$ cat src/rtl/mat_dot_product_unit_pkg.sv
// mat_dot_product_unit_pkg: shared widths and FSM encoding for the dot-product engine
// Contents:
//   DP_DATA_W   signed operand width
//   DP_VEC_LEN  elements per dot product
//   DP_CNT_W    element counter width
//   DP_ACC_W    accumulator/result width (sized so it cannot overflow)
//   dp_state_t  ACCUM / FLUSH / HOLD state encoding
package mat_dot_product_unit_pkg;
    localparam int DP_DATA_W  = 16;
    localparam int DP_VEC_LEN = 4;
    localparam int DP_CNT_W   = $clog2(DP_VEC_LEN);
    localparam int DP_ACC_W   = 2 * DP_DATA_W + DP_CNT_W;
    typedef enum logic [1:0] {
        ACCUM = 2'd0,
        FLUSH = 2'd1,
        HOLD  = 2'd2
    } dp_state_t;
endpackage

$ cat src/rtl/mat_dot_product_unit_mult.sv
// mat_mult_stage: registered signed multiplier with valid/first/last sideband
// Ports:
//   clk, rst_n      clock, synchronous active-low reset
//   en              operand pair accepted this cycle
//   first, last     position tags of the accepted pair within its vector
//   a, b            signed operands
//   prod            sign-extended registered product
//   p_valid         prod holds a fresh product this cycle
//   p_first, p_last registered position tags travelling with prod
module mat_mult_stage
    import mat_dot_product_unit_pkg::*;
#(
    parameter int DATA_W = DP_DATA_W,
    parameter int ACC_W  = DP_ACC_W
) (
    input  logic                     clk,
    input  logic                     rst_n,
    input  logic                     en,
    input  logic                     first,
    input  logic                     last,
    input  logic signed [DATA_W-1:0] a,
    input  logic signed [DATA_W-1:0] b,
    output logic signed [ACC_W-1:0]  prod,
    output logic                     p_valid,
    output logic                     p_first,
    output logic                     p_last
);
    logic signed [2*DATA_W-1:0] mul;
    assign mul = a * b;
    always_ff @(posedge clk) begin
        if (!rst_n) begin
            prod    <= '0;
            p_valid <= 1'b0;
            p_first <= 1'b0;
            p_last  <= 1'b0;
        end else begin
            p_valid <= en;
            if (en) begin
                prod    <= {{(ACC_W-2*DATA_W){mul[2*DATA_W-1]}}, mul};
                p_first <= first;
                p_last  <= last;
            end
        end
    end
endmodule

$ cat src/rtl/mat_dot_product_unit.sv
// mat_dot_product_unit: streaming signed dot-product engine with valid/ready result handshake
// Ports:
//   clk, rst_n          clock, synchronous active-low reset
//   clear               synchronous abort of the current vector (drops any pending result)
//   in_valid, in_ready  operand-pair handshake
//   a_in, b_in          signed A-row / B-column elements
//   out_valid, out_ready result handshake
//   out_data            signed dot-product result
//   busy                a vector is in progress or a result is pending
module mat_dot_product_unit
    import mat_dot_product_unit_pkg::*;
#(
    parameter int DATA_W  = DP_DATA_W,
    parameter int VEC_LEN = DP_VEC_LEN,
    parameter int CNT_W   = $clog2(VEC_LEN),
    parameter int ACC_W   = 2 * DATA_W + CNT_W
) (
    input  logic                     clk,
    input  logic                     rst_n,
    input  logic                     clear,
    input  logic                     in_valid,
    output logic                     in_ready,
    input  logic signed [DATA_W-1:0] a_in,
    input  logic signed [DATA_W-1:0] b_in,
    output logic                     out_valid,
    input  logic                     out_ready,
    output logic signed [ACC_W-1:0]  out_data,
    output logic                     busy
);
    localparam logic [CNT_W-1:0] LAST = CNT_W'(VEC_LEN - 1);

    dp_state_t state, state_n;
    logic [CNT_W-1:0] cnt;
    logic accept, is_last;
    logic p_valid, p_first, p_last;
    logic signed [ACC_W-1:0] prod, acc, sum;

    mat_mult_stage #(.DATA_W(DATA_W), .ACC_W(ACC_W)) u_mult (
        .clk     (clk),
        .rst_n   (rst_n),
        .en      (accept),
        .first   (cnt == '0),
        .last    (is_last),
        .a       (a_in),
        .b       (b_in),
        .prod    (prod),
        .p_valid (p_valid),
        .p_first (p_first),
        .p_last  (p_last)
    );

    always_ff @(posedge clk) begin
        if (!rst_n) state <= ACCUM;
        else        state <= state_n;
    end

    always_comb begin
        state_n   = state;
        in_ready  = rst_n && !clear && state == ACCUM;
        out_valid = state == HOLD;
        busy      = state != ACCUM || cnt != '0;
        accept    = in_valid && in_ready;
        is_last   = cnt == LAST;
        // p_first re-seeds the accumulator so a cleared vector never leaks into the next one
        sum       = p_first ? prod : acc + prod;
        case (state)
            ACCUM:   state_n = (accept && is_last) ? FLUSH : ACCUM;
            FLUSH:   state_n = HOLD;
            HOLD:    state_n = out_ready ? ACCUM : HOLD;
            default: state_n = ACCUM;
        endcase
        if (clear) state_n = ACCUM;
    end

    always_ff @(posedge clk) begin
        if (!rst_n) begin
            cnt      <= '0;
            acc      <= '0;
            out_data <= '0;
        end else begin
            if (clear)       cnt <= '0;
            else if (accept) cnt <= is_last ? '0 : cnt + 1'b1;
            if (p_valid) acc <= sum;
            // the last product is still in flight during FLUSH, so fold it in directly
            if (state == FLUSH && p_valid && p_last && !clear) out_data <= sum;
        end
    end
endmodule
$ cat config.mk
export PLATFORM = sky130hd
export DESIGN_NAME = mat_dot_product_unit
export DESIGN_NICKNAME = d
export VERILOG_FILES = /design/src/rtl/mat_dot_product_unit_pkg.sv /design/src/rtl/mat_dot_product_unit_mult.sv /design/src/rtl/mat_dot_product_unit.sv
export SDC_FILE = /design/constraint.sdc
export NUM_CORES = 1
export LEC_CHECK = 0
export CAP_MARGIN = 30
export CORE_MARGIN = 8
export CORE_UTILIZATION = 60
export DETAILED_ROUTE_END_ITERATION = 8
export PLACE_DENSITY = 0.8
export SLEW_MARGIN = 0
export SYNTH_ARGS = -nofsm -noshare
export SYNTH_HDL_FRONTEND = slang
export SYNTH_SLANG_ARGS = --single-unit
$ cat constraint.sdc
create_clock -name clk -period 18.3 [get_ports clk]
set_input_delay 2.745 -clock clk [delete_from_list [all_inputs] [get_ports clk]]
set_output_delay 2.745 -clock clk [all_outputs]
set_load 0.005 [all_outputs]
After elaboration in Yosys (flattened, before gate mapping)
Index checks and enable logic that the tools add are counted.
{"block": "classes", "n_reduce_logical": 14, "n_bitwise": 1, "add_sub_neg": 2, "eq_ne": 3, "mux": 5, "mul": 1}
{"op": "$add A34 B32 Y34", "count": 1}
{"op": "$mux W34", "count": 1}
{"op": "$mul A16 B16 Y32", "count": 1}
{"op": "$logic_and A1 B1 Y1", "count": 7}
{"op": "$pmux W2 S3", "count": 1}
{"op": "$eq A2 B2 Y1 const B", "count": 2}
{"op": "$logic_not A2 Y1", "count": 2}
{"op": "$mux W2", "count": 2}
{"op": "$reduce_bool A2 Y1", "count": 2}
{"op": "$add A2 B1 Y2 const B", "count": 1}
{"op": "$eq A2 B1 Y1 const B", "count": 1}
{"op": "$reduce_or A2 Y1", "count": 1}
{"op": "$logic_not A1 Y1", "count": 1}
{"op": "$logic_or A1 B1 Y1", "count": 1}
{"op": "$mux W1", "count": 1}
{"op": "$not A1 Y1", "count": 1}
{"block": "totals", "register_bits": 107, "elab_cells": 34, "out_inout_bits": 37}

Depth between registers and ports, before layout
Gate-level depths: netlist (run 1).
{"block": "logic_depth", "depth_word": 7, "ltp_mapped": 26, "depth_no_buf": 25}

By module
Synthesis (run 1) repeated with hierarchy kept, for this count alone.
{"block": "unflattened", "hier_cells": 1817, "hier_area_um2": 15935.3}
{"mod": "mat_mult_stage", "area_each_um2": 11160.7, "cells_per_inst": 1222, "instances": 1, "seq_area_each_um2": 700.7}
{"mod": "mat_dot_product_unit", "area_each_um2": 4774.6, "cells_per_inst": 595, "instances": 1, "seq_area_each_um2": 1441.4}

Least setup slack after synthesis (run 1)
Ideal clock, no wire load.
{"block": "synth_path", "path_kind": "input port to flip-flop", "startpoint": "in a_in[15]", "endpoint": "reg, netlist name u_mult.prod[31]", "arrival_ns": 8.568, "slack_ns": 9.612, "path_stages": 22, "required_ns": 18.180, "path_buffers": 1, "setup_ns": 0.120, "cell_sequence": "clkbuf_1 -> nand2_1 -> fa_1 -> inv_1 -> fa_1 -> fa_1 -> fa_1 -> fa_1 -> inv_1 -> fa_1 -> inv_1 -> ha_1 -> a21o_1 -> a21o_1 -> a221o_1 -> nand2_1 -> nand2_1 -> o41ai_2 -> o21ai_1 -> nor4_1 -> nor3_1 -> o31a_1"}
{"block": "synth_between", "elab_chain_len": 1}
{"element": "start, declared", "line": "mat_dot_product_unit.sv:23", "text": "input logic signed [DATA_W-1:0] a_in,"}
{"element": "$mul A16 B16 Y32", "line": "mat_dot_product_unit_mult.sv:29", "text": "assign mul = a * b;"}
No other way between the ends.
A chain may end at the register's enable or synchronous reset.

Worst setup path after layout (run 1)
{"block": "layout_path", "startpoint": "in b_in[1]", "endpoint": "reg, netlist name u_mult.prod[31]"}
{"block": "layout_between", "elab_chain_len": 1}
{"element": "start, declared", "line": "mat_dot_product_unit.sv:24", "text": "input logic signed [DATA_W-1:0] b_in,"}
{"element": "$mul A16 B16 Y32", "line": "mat_dot_product_unit_mult.sv:29"}
No other way between the ends.

==> results.json, run 1 <==
{
  "buffers_and_inverters_on_the_worst_path": 4,
  "wire_length_of_the_first_global_routing_pass_mm": 60.2,
  "hold-path-cell-count": 2,
  "timing.final.crit_share": 0.511,
  "yosys.area_share.adder": 0.437,
  "slew-limit-headroom": 0.383,
  "synth_enable_flop_cells": 0,
  "worstSetupEndpointType": "flip-flop",
  "fill_cells": 2020,
  "dp.cells": 2106,
  "critical-path-top-delay-family": "adder cells",
  "worst_ep_required_time_ns": 18.55,
  "period_minus_slack_ns": 9.36,
  "routed_wl_mm": 34.7,
  "timing.reg2reg.setup_slack_ns": 15.08,
  "die_w_um": 176,
  "syn-num-nets": 2187,
  "dr.pass1.iters": 6,
  "synth_largest_area_cell": "fa_1",
  "hold_violations": 0,
  "final-setup-viol-count": 0,
  "hold_start": "out_data[14]$_SDFFE_PN0P_",
  "routedWlPerCell_um": 16.3,
  "ys_async_sr_fraction": 0,
  "arrival_ns": 9.61,
  "share_of_the_yosys_chip_area_belonging_to_registers": 0.139,
  "clkLatencyLatePin_ns": 0.35,
  "fp-row-count": 58,
  "detailedRoute.firstIterationViolations": 860,
  "drc_errors": 0,
  "area_delta_synth_final_pct": 7.83,
  "cp_max_fo": 16,
  "yosys-top-cells-area": "fa_1 (34%), dfxtp_1 (14%), ha_1 (9.5%)",
  "number_of_routed_nets_with_antenna_violations": 0,
  "area_fraction_in_and_or_nand_and_nor_cells_after_synthesis": 0.158,
  "cts.reportedPaths.clkPinSlew_ns": 0.08,
  "finalNetCount": 2204,
  "power-per-cell-area_nw_per_um2": 205,
  "max_slew.worst_pin.slew_ns": 0.919,
  "number_of_buffers_on_the_longest_clock_path": 2,
  "synth.ff_latch_count": 107,
  "grt_pass1_vias": 12680,
  "initial_core_util": 0.612,
  "post-route-worst-setup-slack_ns": 8.94,
  "die_h_um": 176,
  "cts_buffers": 9,
  "worstHoldEndpoint": "out_data[14]$_SDFFE_PN0P_",
  "cts_root_buf": "clkbuf_16",
  "antennaDiodeCount": 0,
  "p_seq_frac": 0.079,
  "cts_resized": 0,
  "area_used_by_multi_input_combinational_logic_um2": 11800,
  "synth_warnings": 0,
  "timing.critical_path.slowest_cell_delay_ns": 0.86,
  "crit_type": "input port to flip-flop",
  "syn_inst_count": 1770,
  "cts-hold-fix-buffers": 0,
  "yosys-mux-area-fraction": 0.0143,
  "status": "finished, final reports clean",
  "gp_routability_congestion": 0.928,
  "grt_max_degree": 65,
  "final.setup.tns_ns": 0,
  "level_count_of_the_clock_h_tree": 3,
  "cts_tree": "done",
  "main_combinational_cell_family_by_area_after_synthesis": "adder cells",
  "setup.worst_path.start_class": "input port",
  "drive_gt1_frac": 0.0229,
  "combPwrFrac": 0.866,
  "crit_path_top_delay_cell": "clkdlybuf4s50_1",
  "num_ports": 74,
  "grt_antenna_before_repair": 0,
  "dieArea_um2": 31100,
  "sw_frac_of_total": 0.510,
  "synthFlopType": "dfxtp_1",
  "grt_usage": 0.234,
  "static-leakage-power_nw": 7.88,
  "design.core.area_um2": 25200,
  "finalMaxSlewViolations": 0,
  "hold_class": "flip-flop to flip-flop",
  "cellInternalPower_mw": 1.67,
  "gr-total-overflow": 0,
  "skew_ns": 0.0124,
  "netlist.area_leader.share": 0.342,
  "switching_power_mw": 1.74,
  "worst_r2r_startpoint": "u_mult.prod[6]$_SDFFE_PN0P_",
  "final_cell_count_no_fill": 2122,
  "postCtsSetupRepairBufs": 0,
  "compound_gate_portion_of_the_synthesized_area": 0.123,
  "worst_reg2reg_endpoint": "acc[29]$_SDFFE_PN0P_",
  "io_buffers": 73,
  "yosys.cell_types.count": 62,
  "reg2regPathDepth": 10,
  "synth_area_um2": 15400,
  "fin_util": 0.660,
  "dr_total_vias": 11791,
  "ir_drop_mv": 0.172,
  "dp_worst_setup_slack_ns": 8.61,
  "most_frequent_cell_on_the_critical_path": "fa_1",
  "achievable_frequency_ghz": 0.107,
  "numClockSinks": 107,
  "synth_xor_area_frac": 0.0318,
  "clock_power_share": 0.054,
  "rsz0062_at_grt": "no",
  "post_drt_via_cell_ratio": 5.56,
  "power_mw": 3.40,
  "critical_path.cell_chain": "clkdlybuf4s50_1 > nand2_1 > fa_1 > inv_1 > fa_1 > fa_1 > fa_1 > fa_1 > inv_1 > fa_1 > inv_1 > ha_1 > a21o_1 > a21o_1 > a221o_1 > nand2_1 > nand2_1 > o41ai_2 > o21ai_1 > nor4_1 > nor3_1 > o31a_1",
  "drv_cap": 0,
  "dpl.hpwl_mm": 28.3,
  "seq_area_um2": 2140,
  "post_synth.cell_area_avg_um2": 8.70
}
layer usage:
| layer | vias up | GRT usage | wire [um] |
|---|---|---|---|
| met5 | - | 0 | 0 |
| met4 | 0 | 0.0646 | 718 |
| met3 | 73 | 0.0284 | 2210 |
| met2 | 421 | 0.395 | 16200 |
| met1 | 5703 | 0.313 | 15500 |
| li1 | 5594 | - | - |
cell usage in the layout (no fill, tap or decap), drive strengths merged, types with 4 or more instances in the layout:
cell type,instances
mux2i,22
nor2b,12
and3,6
a21o,27
a21oi,86
clkbuf,9
nand2b,15
and2,124
xnor2,40
ha,117
a31oi,15
clkinv,4
buf,6
xor2,15
nand3,18
dfxtp,107
o21ai,61
nor2,103
a211oi,46
clkdlybuf4s50,73
o21bai,6
or3,5
fa,263
o21a,16
nor4,4
inv,326
nor3,16
o211ai,5
nand2,209
cells by family (layout without fill, tap and decap cells):
group | after synthesis | after routing
flip-flops | 107 | 107
multiplexers | 22 | 22
adder cells (fa/ha/maj) | 380 | 380
AND/OR/NAND/NOR | 519 | 519
XOR/XNOR | 55 | 55
buffers and inverters | 397 | 419
AO/OA/AOI/OAI | 290 | 290
stage by stage:
stage | instance area (um^2) | hold WS [ns]
finish | 16600 | 0.458
global route | 16600 | 0.489
CTS | 16600 | 0.462
detailed placement | 16300 | 0.452
global placement | 16300 | 0.445
floorplan | 15400 | 0.436
synthesized netlist by cell type, drive strengths merged, types with 4 or more instances:
| cell | count |
|---|---|
| nor3 | 16 |
| fa | 263 |
| nand3 | 18 |
| mux2i | 22 |
| a21o | 27 |
| nand2 | 209 |
| o21a | 16 |
| o211ai | 5 |
| a211oi | 46 |
| nand2b | 15 |
| buf | 4 |
| inv | 323 |
| a31oi | 15 |
| o21bai | 6 |
| xor2 | 15 |
| clkbuf | 69 |
| and3 | 6 |
| nor2b | 12 |
| dfxtp | 107 |
| nor2 | 103 |
| a21oi | 86 |
| ha | 117 |
| o21ai | 61 |
| or3 | 5 |
| xnor2 | 40 |
| and2 | 124 |
| nor4 | 4 |
state kept, by name, indices dropped and copies added, names as in the netlist:
name            count
acc                34
out_data           34
u_mult.prod        32
cnt                 2
state               2
u_mult.p_first      1
u_mult.p_last       1
u_mult.p_valid      1
power groups by stage:
stage	logic (mW)	registers, mW	clock network (mW)
floorplan	2.35	0.269	0
global route	3.38	0.273	0.196
finish	2.95	0.270	0.185
detailed placement	2.93	0.275	0
CTS	2.95	0.270	0.188
global placement	2.83	0.274	0
worst max path at each step:
stage               startpoint                           end  cells after the start
finish                 b_in[1]  u_mult.prod[31]$_SDFFE_PN0P_                     22
CTS                    b_in[1]  u_mult.prod[31]$_SDFFE_PN0P_                     22
detailed placement     b_in[1]  u_mult.prod[31]$_SDFFE_PN0P_                     22
floorplan             a_in[15]  u_mult.prod[31]$_SDFFE_PN0P_                     22
global route           b_in[7]  u_mult.prod[30]$_SDFFE_PN0P_                     24
global placement      a_in[15]  u_mult.prod[31]$_SDFFE_PN0P_                     22
tightest hold or removal path: stages, from the launching register on:
cell,delay [ns]
dfxtp_1,0.31
nand2_1,0.05
a21oi_1,0.05
cell type report:
type                    count  share of cell area
multi-input cells        1266               0.709
flip-flops and latches    107               0.129
inverters                 324              0.0732
repair buffers             79              0.0467
well taps                 330              0.0249
clock buffers               9              0.0136
clock inverters             7             0.00362
Note: power is estimated with default switching activity, not from simulation.
==> run 2, diff against run 1 <==
- clock period: 18.3 -> 9.2 ns (I/O delays scaled with it)
==> results.json, run 2 (synthesis gave the netlist of run 1 again) <==
{
  "status": "finished, final reports clean",
  "cts_resized": 0,
  "finalMaxSlewViolations": 0,
  "num_ports": 74,
  "worstSetupEndpointType": "flip-flop",
  "crit_path_top_delay_cell": "clkdlybuf4s50_1",
  "most_frequent_cell_on_the_critical_path": "fa_1",
  "cp_max_fo": 16,
  "worst_ep_required_time_ns": 9.45,
  "mostFrequentLayoutCell": "inv_1",
  "grt_max_degree": 65,
  "final-setup-viol-count": 0,
  "worst_reg2reg_endpoint": "out_data[32]$_SDFFE_PN0P_",
  "dieArea_um2": 31100,
  "drive_gt1_frac": 0.0267,
  "hold_start": "u_mult.p_last$_SDFFE_PN0P_",
  "crit_type": "input port to flip-flop",
  "skew_ns": 0.0127,
  "finalNetCount": 2211,
  "timing.final.crit_share": 0.870,
  "achievable_frequency_ghz": 0.125,
  "cts_buffers": 9,
  "final_cell_mix": "inv_1 (321), fa_1 (263), nand2_1 (209), and2_1 (124), ha_1 (117)",
  "cts_root_buf": "clkbuf_16",
  "die_w_um": 176,
  "design.core.area_um2": 25200,
  "routedWlPerCell_um": 16.5,
  "timing.critical_path.slowest_cell_delay_ns": 0.81,
  "grt_usage": 0.235,
  "dpl.hpwl_mm": 28.3,
  "source_of_the_critical_timing_path": "a_in[15]",
  "drc_errors": 0,
  "slew-limit-headroom": 0.397,
  "arrival_ns": 8.26,
  "detailedRoute.firstIterationViolations": 829,
  "reg_top3": "acc (34), out_data (34), u_mult.prod (32)",
  "number_of_routed_nets_with_antenna_violations": 0,
  "clkLatencyLatePin_ns": 0.35,
  "wire_length_of_the_first_global_routing_pass_mm": 60.8,
  "initial_core_util": 0.612,
  "io_buffers": 73,
  "max_slew.worst_pin.slew_ns": 0.899,
  "numClockSinks": 107,
  "grt_pass1_vias": 12656,
  "rsz0062_at_grt": "no",
  "number_of_buffers_on_the_longest_clock_path": 2,
  "dr_total_vias": 11931,
  "cts_tree": "done",
  "worst_r2r_startpoint": "u_mult.prod[0]$_SDFFE_PN0P_",
  "setup.worst_path.start_class": "input port",
  "routed_wl_mm": 35.1,
  "cts.reportedPaths.clkPinSlew_ns": 0.08,
  "hold_violations": 0,
  "fill_cells": 1988,
  "fp-row-count": 58,
  "final.setup.tns_ns": 0,
  "postCtsSetupRepairBufs": 0,
  "cp-endpoint": "u_mult.prod[31]$_SDFFE_PN0P_",
  "timing.reg2reg.setup_slack_ns": 5.99,
  "die_h_um": 176,
  "grt_antenna_before_repair": 0,
  "antennaDiodeCount": 0,
  "gr-total-overflow": 0,
  "level_count_of_the_clock_h_tree": 3,
  "gp_routability_congestion": 0.939,
  "critical_path.cell_chain": "clkdlybuf4s50_1 > nand2_1 > fa_1 > inv_1 > fa_1 > fa_1 > fa_1 > fa_1 > inv_1 > fa_1 > inv_1 > ha_1 > a21o_1 > a21o_1 > a221o_1 > nand2_1 > nand2_1 > o41ai_2 > o21ai_1 > nor4_1 > nor3_1 > o31a_1",
  "hold_class": "flip-flop to flip-flop",
  "post_drt_via_cell_ratio": 5.60,
  "reg2regPathDepth": 13,
  "area_delta_synth_final_pct": 8.59,
  "drv_cap": 0,
  "cts-hold-fix-buffers": 0,
  "period_minus_slack_ns": 8.01,
  "dr.pass1.iters": 5
}
## run 2: cell count changes in the layout (fill, tap and decap cells not counted), sizes merged
cell and delta:
inv -2, clkinv -1, buf +7, bufinv +3
## run 2: worst max-delay path, delay by kind of cell
kind            cells  cell delay [ns]
compound gates      6             1.65
fa+ha+maj           7             3.43
buf+inv             4             1.03
simple gates        5             0.75
## run 2: cell type report
type	instances	area, um^2	area share
timing repair buffer	86	828	0.0495
inverter	324	1220	0.0727
tap	330	413	0.0247
multi-input combinational	1266	11800	0.704
clock buffer	9	225	0.0135
sequential	107	2140	0.128
clock inverter	7	124	0.00741
## run 2: metrics by stage
| stage | setup slack, ns | hold WS, ns | util | cells | instance area (um^2) |
|---|---|---|---|---|---|
| 2_1_floorplan | 1.88 | 0.436 | - | 1770 | 15400 |
| 3_3_place_gp | 1.04 | 0.445 | 0.650 | 2113 | 16400 |
| 3_5_place_dp | 0.863 | 0.449 | 0.650 | 2113 | 16400 |
| 4_1_cts | 1.23 | 0.460 | 0.664 | 2129 | 16700 |
| 5_1_grt | 0.782 | 0.479 | 0.664 | 2129 | 16700 |
| 6_report | 1.19 | 0.463 | 0.664 | 2129 | 16700 |
## run 2: metal layers
| metal | routed length [um] | vias up | GRT usage | part of all wire |
|---|---|---|---|---|
| li1 | - | 5609 | - | - |
| met1 | 15400 | 5828 | 0.317 | 0.44 |
| met2 | 16700 | 429 | 0.397 | 0.47 |
| met3 | 2410 | 65 | 0.0284 | 0.069 |
| met4 | 694 | 0 | 0.0604 | 0.020 |
| met5 | 0 | - | 0 | 0 |
## run 2: worst min path at each step
| stage | endpoint | cells past startpoint | slack (ns) |
|---|---|---|---|
| 2_1_floorplan | u_mult.p_last$_SDFFE_PN0P_ | 2 | 0.44 |
| 3_3_place_gp | u_mult.p_last$_SDFFE_PN0P_ | 2 | 0.44 |
| 3_5_place_dp | u_mult.p_last$_SDFFE_PN0P_ | 2 | 0.45 |
| 4_1_cts | u_mult.p_last$_SDFFE_PN0P_ | 2 | 0.46 |
| 5_1_grt | u_mult.p_last$_SDFFE_PN0P_ | 2 | 0.48 |
| 6_report | u_mult.p_last$_SDFFE_PN0P_ | 2 | 0.46 |
Power of run 2 is left out: the tool's default activity adds up to more than one toggle a clock period on the data nets, which glitch-free logic cannot reach.
